### src/rtl/thread_fetch.sv
// Two-thread fine-grained interleaved fetch stage with branch redirect and wrong-path squash.
// Optional per-thread fetch counters are built when FETCH_PERF_CNT_EN is defined.
module thread_fetch #(
  parameter int              PC_W     = 8,
  parameter int              INSTR_W  = 16,
  parameter logic [PC_W-1:0] T0_START = '0,
  parameter logic [PC_W-1:0] T1_START = PC_W'(100),
  parameter int              PC_STEP  = 2
) (
  input  logic               clk,
  input  logic               rst_n,
  input  logic [1:0]         thread_en,
  output logic [PC_W-1:0]    imem_pc,
  input  logic [INSTR_W-1:0] imem_instr,
  input  logic               br_valid,
  input  logic               br_tid,
  input  logic [PC_W-1:0]    br_target,
  output logic               out_valid,
  input  logic               out_ready,
  output logic [INSTR_W-1:0] out_instr,
  output logic [PC_W-1:0]    out_pc,
  output logic               out_tid,
  output logic [15:0]        fetch_cnt0,
  output logic [15:0]        fetch_cnt1
);

  logic [1:0][PC_W-1:0] pc_q, pc_d;
  logic                 curTid_q, curTid_d;
  logic                 outValid_q, outValid_d;
  logic [INSTR_W-1:0]   outInstr_q, outInstr_d;
  logic [PC_W-1:0]      outPc_q, outPc_d;
  logic                 outTid_q, outTid_d;

  logic            selValid;
  logic            sel;
  logic            advance;
  logic            load;
  logic            brHitsSel;
  logic            brHitsOut;
  logic [PC_W-1:0] brPc;

  // Round-robin pick falls back to the other thread when the current one is disabled.
  always_comb begin
    selValid  = |thread_en;
    sel       = thread_en[curTid_q] ? curTid_q : ~curTid_q;
    imem_pc   = selValid ? pc_q[sel] : pc_q[0];
    advance   = out_ready | ~outValid_q;
    load      = advance & selValid;
    brHitsSel = br_valid & (br_tid == sel);
    brHitsOut = br_valid & (br_tid == outTid_q);
    brPc      = br_target & ~PC_W'(1);
  end

  always_comb begin
    pc_d       = pc_q;
    curTid_d   = curTid_q;
    outValid_d = outValid_q;
    outInstr_d = outInstr_q;
    outPc_d    = outPc_q;
    outTid_d   = outTid_q;
    if (load) begin
      outInstr_d = imem_instr;
      outPc_d    = pc_q[sel];
      outTid_d   = sel;
      outValid_d = ~brHitsSel;
      pc_d[sel]  = pc_q[sel] + PC_W'(PC_STEP);
      curTid_d   = ~sel;
    end else if (advance) begin
      outValid_d = 1'b0;
    end else if (outValid_q && brHitsOut) begin
      outValid_d = 1'b0;
    end
    // The redirect is applied last so it overrides a same-cycle increment.
    if (br_valid) begin
      pc_d[br_tid] = brPc;
    end
  end

  always_ff @(posedge clk or negedge rst_n) begin
    if (!rst_n) begin
      pc_q[0]    <= T0_START;
      pc_q[1]    <= T1_START;
      curTid_q   <= 1'b0;
      outValid_q <= 1'b0;
      outInstr_q <= '0;
      outPc_q    <= '0;
      outTid_q   <= 1'b0;
    end else begin
      pc_q       <= pc_d;
      curTid_q   <= curTid_d;
      outValid_q <= outValid_d;
      outInstr_q <= outInstr_d;
      outPc_q    <= outPc_d;
      outTid_q   <= outTid_d;
    end
  end

  assign out_valid = outValid_q;
  assign out_instr = outInstr_q;
  assign out_pc    = outPc_q;
  assign out_tid   = outTid_q;

`ifdef FETCH_PERF_CNT_EN
  logic [15:0] cnt0_q, cnt1_q;

  // Only live (non-squashed) loads are counted; counters saturate.
  always_ff @(posedge clk or negedge rst_n) begin
    if (!rst_n) begin
      cnt0_q <= '0;
      cnt1_q <= '0;
    end else if (load && !brHitsSel) begin
      if (!sel && cnt0_q != 16'hFFFF) cnt0_q <= cnt0_q + 16'd1;
      if (sel && cnt1_q != 16'hFFFF)  cnt1_q <= cnt1_q + 16'd1;
    end
  end

  assign fetch_cnt0 = cnt0_q;
  assign fetch_cnt1 = cnt1_q;
`else
  assign fetch_cnt0 = '0;
  assign fetch_cnt1 = '0;
`endif

endmodule

### config.mk
export PLATFORM = sky130hd
export DESIGN_NAME = thread_fetch
export DESIGN_NICKNAME = d
export VERILOG_FILES = /design/src/rtl/thread_fetch.sv
export SDC_FILE = /design/constraint.sdc
export NUM_CORES = 1
export LEC_CHECK = 0
export BUFFER_PORTS_ARGS = -buffer_cell sky130_fd_sc_hd__clkbuf_2
export CAP_MARGIN = 20
export CORE_ASPECT_RATIO = 0.5
export CORE_UTILIZATION = 48
export DETAILED_ROUTE_END_ITERATION = 10
export HOLD_SLACK_MARGIN = 0.02
export PLACE_DENSITY = 0.86
export SKIP_LAST_GASP = 1
export SYNTH_ARGS = -nofsm -noshare
export SYNTH_HDL_FRONTEND = slang
export SYNTH_SLANG_ARGS = --single-unit
### constraint.sdc
create_clock -name clk -period 3.3 [get_ports clk]
set_input_delay 0.165 -clock clk [delete_from_list [all_inputs] [get_ports clk]]
set_output_delay 0.165 -clock clk [all_outputs]
set_load 0.05 [all_outputs]
* After elaboration in Yosys (flattened, before gate mapping)
Index checks and enable logic that the tools add are counted.
** Operators by class
- $add $sub $neg :: 1
- Multiply operators :: 0
- Divide/modulo/power cells :: 0
- Magnitude comparators :: 5
- Eq/ne operators :: 2
- Shift operators :: 0
- Multiplexer cells :: 17
- Bitwise logic cells :: 8
- Reduce and logical (&&, ||, !) cells :: 5
** Operator list (number)
- $mux W8 :: 5
- $bwmux W16 :: 2
- $mux W16 :: 2
- $demux W8 S1 :: 2
- $add A8 B2 Y8 const B :: 1
- $lt A1 B2 Y1 const B :: 3
- $mux W1 :: 6
- $not A1 Y1 :: 4
- $and A1 B1 Y1 :: 3
- $logic_and A1 B1 Y1 :: 3
- $reduce_bool A3 Y1 :: 1
- $eq A1 B1 Y1 :: 2
- $ge A1 B1 Y1 const B :: 2
- $reduce_or A2 Y1 :: 1
- $or A1 B1 Y1 :: 1
** Word-level totals
- Bits in registers :: 43
- Bits in latches :: 0
- Bits in writable memories :: 0
- Memory bits (read-only) :: 0
- Input port bits :: 31
- Output and inout port bits :: 66
- Memories :: 0

* Longest topological paths before layout
Gate-level depths: netlist of the first run.
- Word-level depth :: 11
- Depth in mapped cells :: 9
- Mapped depth without buffers :: 9

* Worst setup path after synthesis of the first run
Ideal clock, no wire load.
- Kind :: flip-flop to flip-flop
- From :: reg curTid_q
- To :: reg pc_q[15] (netlist name)
- Setup time :: 125 ps
- Arrival :: 2233 ps
- Setup slack :: 942 ps
- Stages on the path, launching flop included :: 10
- Buffers on the path :: 0
- Cell sequence :: dfrtp_1 -> and2_4 -> nor2_1 -> mux2_2 -> ha_1 -> nand2_1 -> nor3_1 -> o221ai_1 -> xnor2_1 -> mux2_2
** RTL lines
- start: declaration :: line 28 : logic curTid_q, curTid_d;
- start signal: assignment :: line 90 : curTid_q <= curTid_d;
- end signal: assignment :: line 89 : pc_q <= pc_d;
- end: declaration :: line 27 : logic [1:0][PC_W-1:0] pc_q, pc_d;

==> results of run 1 <==
## sequential cells by signal (all words and copies together) (netlist names)
register / count
out_instr: 16
out_valid: 1
curTid_q: 1
pc_q: 16
out_pc: 8
out_tid: 1
## logic make-up (layout without fill, tap and decap cells)
| group | Yosys count | after routing | synth area share (%) |
|---|---|---|---|
| buffers and inverters | 43 | 77 | 12.1 |
| xor gates and xnor gates | 11 | 11 | 3.99 |
| other | 1 | 32 | 0.155 |
| adders and majority gates | 1 | 1 | 0.518 |
| muxes | 14 | 14 | 6.47 |
| DFF | 43 | 43 | 44.7 |
| AOI/OAI and AO/OA | 36 | 36 | 9.47 |
| and+or+nand+nor | 126 | 126 | 22.6 |
## per-layer routing
layer	share of wire (%)	track usage, %	wire length (um)
met3	8.1	6.27	438
met5	0	0	0
met4	1.6	8.10	89
met1	42	27.1	2300
met2	48	37.7	2590
## power groups by stage
| stage | sequential (W) | clock, W | combinational [W] |
|---|---|---|---|
| 2_1_floorplan | 0.000948 | 0 | 0.000519 |
| 3_3_place_gp | 0.000752 | 0 | 0.000862 |
| 3_5_place_dp | 0.000758 | 0 | 0.000879 |
| 4_1_cts | 0.000748 | 0.000493 | 0.000885 |
| 5_1_grt | 0.000768 | 0.000516 | 0.000953 |
| 6_report | 0.000751 | 0.000483 | 0.000895 |
## timing repair
action	4_1_cts	5_1_grt
gates resized for setup	0	0
hold buffers	0	1
endpoints found under the hold margin	0	9
## critical path: cells and delay by family (launching register included)
family,cells,cell delay (ns)
compound gates,1,0.22
flops,1,0.46
fa+ha+maj,1,0.30
simple gates,4,0.85
mux,2,0.69
xor+xnor,1,0.10
## synth_stat cells (all sizes together), types with 4 or more instances
cell type and number:
a21oi 8, o21ai 13, dfrtp 40, nand3 6, nand2 87, buf 35, xor2 4, nor3 4
nor2 16, a31oi 5, xnor2 7, clkbuf 6, mux2 13
## per-stage QoR
step | hold slack, ns | util [%]
floorplan | -0.131 | -
global placement | 0.355 | 57.5
detailed placement | 0.358 | 57.5
CTS | 0.0479 | 60.4
global route | 0.0476 | 61.3
finish | 0.0487 | 61.3
## worst min-delay path by stage
| stage | cells after the start | slack, ns | to | from |
|---|---|---|---|---|
| floorplan | 0 | -0.13 | curTid_q | rst_n |
| global placement | 3 | 0.36 | out_instr[9] | imem_instr[9] |
| detailed placement | 3 | 0.36 | out_instr[0] | imem_instr[0] |
| CTS | 3 | 0.05 | out_instr[9] | imem_instr[9] |
| global route | 3 | 0.05 | out_instr[7] | imem_instr[7] |
| finish | 3 | 0.05 | out_instr[0] | imem_instr[0] |
## layout make-up
| class | instances | area [um2] |
|---|---|---|
| inverters | 2 | 7.51 |
| well taps | 66 | 82.6 |
| repair buffers | 67 | 368 |
| clock buffers | 6 | 72.6 |
| clock inverters | 2 | 60.1 |
| fillers | 388 | 1780 |
| flip-flops and latches | 43 | 1080 |
| multi-input cells | 220 | 1160 |
==> metrics.cfg, run 1 <==
[setup_path]
crit_end=pc_q[15]
critPathSlowestCell=dfrtp_1
cp_cell_sequence=and2_4 > nor2_1 > mux2_2 > ha_1 > nand2_1 > nor3_1 > o221ai_1 > xnor2_1 > mux2_2
crit_fanout=8
critical_path.startpoint=curTid_q
cp_common_cell=mux2_2
r2r_end=pc_q[15]
worst_setup_path_start_kind=register
crit_type=register to register
r2r_cells=9
required_ns=3.48
arrival_ns=2.91
r2r_setup_slack_ns=0.57
end_kind=register
r2r-start=curTid_q
slowest_delay_ns=0.46

[yosys]
yosys_warnings=0
ys_seq_area_share_pct=44.7
synth_edf_count=0
syn-instance-count=275
syn_area_um2=2420
ys_top_cells_by_area=dfrtp_1, nand2_1, buf_4
synth_top_area_share_pct=41.4
synth.distinct_cells=43
ys.flop_type=dfrtp_1
synth_top_cell_by_area=dfrtp_1
async_flop_share_pct=100
avgSynthCellArea_um2=8.79
ys_ff_latch=43

[cells_and_area]
drive_gt1_share_pct=28.8
finalNetCount=371
final_cell_mix=nand2_1, clkbuf_2, dfrtp_1
final_area_um2=2830
areaGrowthSynthToFinish_pct=17.1
layout_commonest_cell=nand2_1
diodes=0
fin_cells=406

[timing]
tightest_slew_ns=1.00
slew_violations=0
report.final.setup_viol=0
rsz0062_at_grt=false
slew_headroom_pct=32.9
setup_slack_ns=0.567
fin_crit_sh_pct=82.8
clock_skew_ns=0.00957
hold_viol=0
timing.fmax_mhz=366
final.setup.tns_ns=0
period_needed_ns=2.73

[grt]
grt_max_degree=44
grt_pass1_vias=1940
grt_pass1_wl_mm=8.90
antenna_found_initial=0
track_usage_pct=22.1
overflow=0

[routing]
first_iter_violations=207
via_per_inst=5.10
post_drt_wl_per_cell_um=13.4
postRouteAntennaNets=0
drt-pass1-iter-count=6
vias=2071
wl_mm=5.42
drcViolationCount=0

[power]
swShare_pct=44.5
peakVddDrop_mv=0.320
p_leak_nw=1.44
p_total_w=0.00213
seqPwrFrac_pct=35.2
internal-power_w=0.00118
switchingPower_w=0.000947
power_frac_comb_pct=42.1
powerDensity_nw_per_um2=752
pwr-share-clk_pct=22.7

[clocking]
clk_path_buf_depth=2
cts.sinks=43
post_cts_buffers=0
cts.reportedPaths.clkPinSlew_ns=0.08
cts_tree=done
numCtsBuffers=5
clock_latency_ns=0.30
cts_root_buf=clkbuf_8
htree_levels=2

[placement]
gp_congestion=0.929
dp_worst_setup_slack_ns=0.645
dp_hpwl_mm=3.79
io_buffers=63
dpl.cell_count=395
dpl_cell_area_um2=2650

[worst_hold_path]
hold_class=input pin to register

[job]
maxCapViolCount=0

[floorplanning]
fp.dieW_um=102
rows=17
start_util_pct=52.4
fp.dieH_um=52.2
dieArea_um2=5340
core-area_um2=4620
io-pin-count=97

[run_status]
outcome=completed

Note: power is estimated with default switching activity, not from simulation.
==> run 2: changes to the inputs <==
Clock period 3.3 ns to 2.7 ns, I/O delays scaled along.
==> metrics.cfg, run 2 (synthesized netlist as in run 1, its figures left out) <==
[run_status]
outcome=completed

[cells_and_area]
finalNetCount=373  ; +0.54%
diodes=0  ; unchanged
nFillCells=412  ; +6.2%
final_cell_mix=nand2_1, clkbuf_2, dfrtp_1
layout_commonest_cell=nand2_1
drive_gt1_share_pct=29.2  ; +0.42 points
areaGrowthSynthToFinish_pct=15.5
fin_util_pct=60.5  ; -0.87 points
fin_cells=408  ; +0.49%

[routing]
drcViolationCount=0  ; unchanged
postRouteAntennaNets=0  ; unchanged
vias=2077  ; +0.29%
wl_mm=5.39  ; -0.57%
via_per_inst=5.09  ; -0.20%
first_iter_violations=213  ; +2.9%
post_drt_wl_per_cell_um=13.2  ; -1.1%
drt-pass1-iter-count=6  ; unchanged

[grt]
antenna_found_initial=0  ; unchanged
grt_pass1_wl_mm=8.57  ; -3.7%
grt_max_degree=44  ; unchanged
grt_pass1_vias=1914  ; -1.3%
overflow=0  ; unchanged
track_usage_pct=21.4  ; -0.70 points

[timing]
slew_violations=0  ; unchanged
report.final.setup_viol=0  ; unchanged
clock_skew_ns=0.00306  ; -0.00650 ns
tightest_slew_ns=1.03  ; +0.0274 ns
timing.hold.ws_ns=0.0254  ; -0.0233 ns
final.setup.tns_ns=0  ; unchanged
fin_crit_sh_pct=88.1  ; +5.3 points
timing.fmax_mhz=421  ; +15%
slew_headroom_pct=31.1  ; -1.8 points
period_needed_ns=2.38  ; -0.355 ns
rsz0062_at_grt=false
hold_viol=0  ; unchanged

[clocking]
cts.reportedPaths.clkPinSlew_ns=0.08  ; about the same
clk_path_buf_depth=2  ; unchanged
clock_latency_ns=0.30  ; about the same
cts_resized=0  ; unchanged
cts_root_buf=clkbuf_8
postCtsHoldBufs=0  ; unchanged
numCtsBuffers=5  ; unchanged
cts.sinks=43  ; unchanged
post_cts_buffers=0  ; unchanged
cts_tree=done
htree_levels=2  ; unchanged

[power]
powerDensity_nw_per_um2=869  ; +16%
p_total_w=0.00243  ; +14%
p_leak_nw=1.42  ; -1.2%
peakVddDrop_mv=0.351  ; +9.5%

[floorplanning]
io-pin-count=97  ; unchanged
fp.dieH_um=52.2  ; unchanged
rows=17  ; unchanged
fp.dieW_um=102  ; unchanged
core-area_um2=4620  ; unchanged
start_util_pct=52.4  ; unchanged
dieArea_um2=5340  ; unchanged

[placement]
dp_hpwl_mm=3.91  ; +2.9%
dpl.cell_count=398  ; +0.76%
gp_congestion=0.963  ; +3.7%
io_buffers=63  ; unchanged

[setup_path]
crit_fanout=7  ; -1
required_ns=2.89  ; -0.59 ns
r2r_cells=9  ; unchanged
arrival_ns=2.57  ; -0.34 ns
worst_setup_path_start_kind=register
end_kind=register
crit_type=register to register

[job]
maxCapViolCount=0  ; unchanged

[worst_hold_path]
hold_class=input pin to register
hold-path-cell-count=3  ; unchanged

run 2: changes by cell type in the layout (fill, tap and decap cells not counted):
cell / change
clkinvlp_4: +1
buf_4: +3
clkinv_2: +1
buf_8: -1
bufinv_16: -2
run 2: per-stage QoR:
step / setup WS [ns] / instance area, um2
floorplan: 0.342 / 2530
global placement: 0.470 / 2680
detailed placement: 0.368 / 2680
CTS: 0.346 / 2760
global route: 0.215 / 2790
finish: 0.322 / 2790
run 2: worst paths after layout:
check | startpoint | to | slack [ns]
max | curTid_q | pc_q[15] | 0.32
min | imem_instr[5] | out_instr[5] | 0.03
max reg2reg | curTid_q | pc_q[15] | 0.32
min reg2reg | out_instr[0] | out_instr[0] | 0.48
max in group asynchronous | rst_n | pc_q[10] | 1.83
min in group asynchronous | rst_n | out_pc[7] | 0.31
run 2: area by class of cell:
class,instances,area [um2],share of cell area (%)
well taps,66,82.6,2.96
clock inverters,2,12.5,0.448
flip-flops and latches,43,1080,38.7
inverters,2,7.51,0.269
multi-input cells,220,1160,41.6
clock buffers,6,72.6,2.60
repair buffers,69,375,13.4
run 2: routing by layer:
metal / part of all wire [%] / global-route usage [%]
met1: 43 / 26.6
met2: 46 / 36.2
met3: 8.6 / 5.20
met4: 2.9 / 8.81
met5: 0 / 0
run 2: worst max-delay path, cell delays in order (launching register included):
cell	delay (ns)
dfrtp_1	0.46
and2_4	0.22
nor2_1	0.22
mux2_2	0.39
ha_1	0.24
nand2_1	0.11
nor3_1	0.05
o221ai_1	0.23
xnor2_1	0.09
mux2_2	0.26
run 2: where the power goes:
| part | total [W] | switching (W) | internal, W |
|---|---|---|---|
| logic | 0.00110 | 0.000803 | 0.000296 |
| registers | 0.000927 | 0.000140 | 0.000787 |
| clock network | 0.000401 | 0.000220 | 0.000181 |
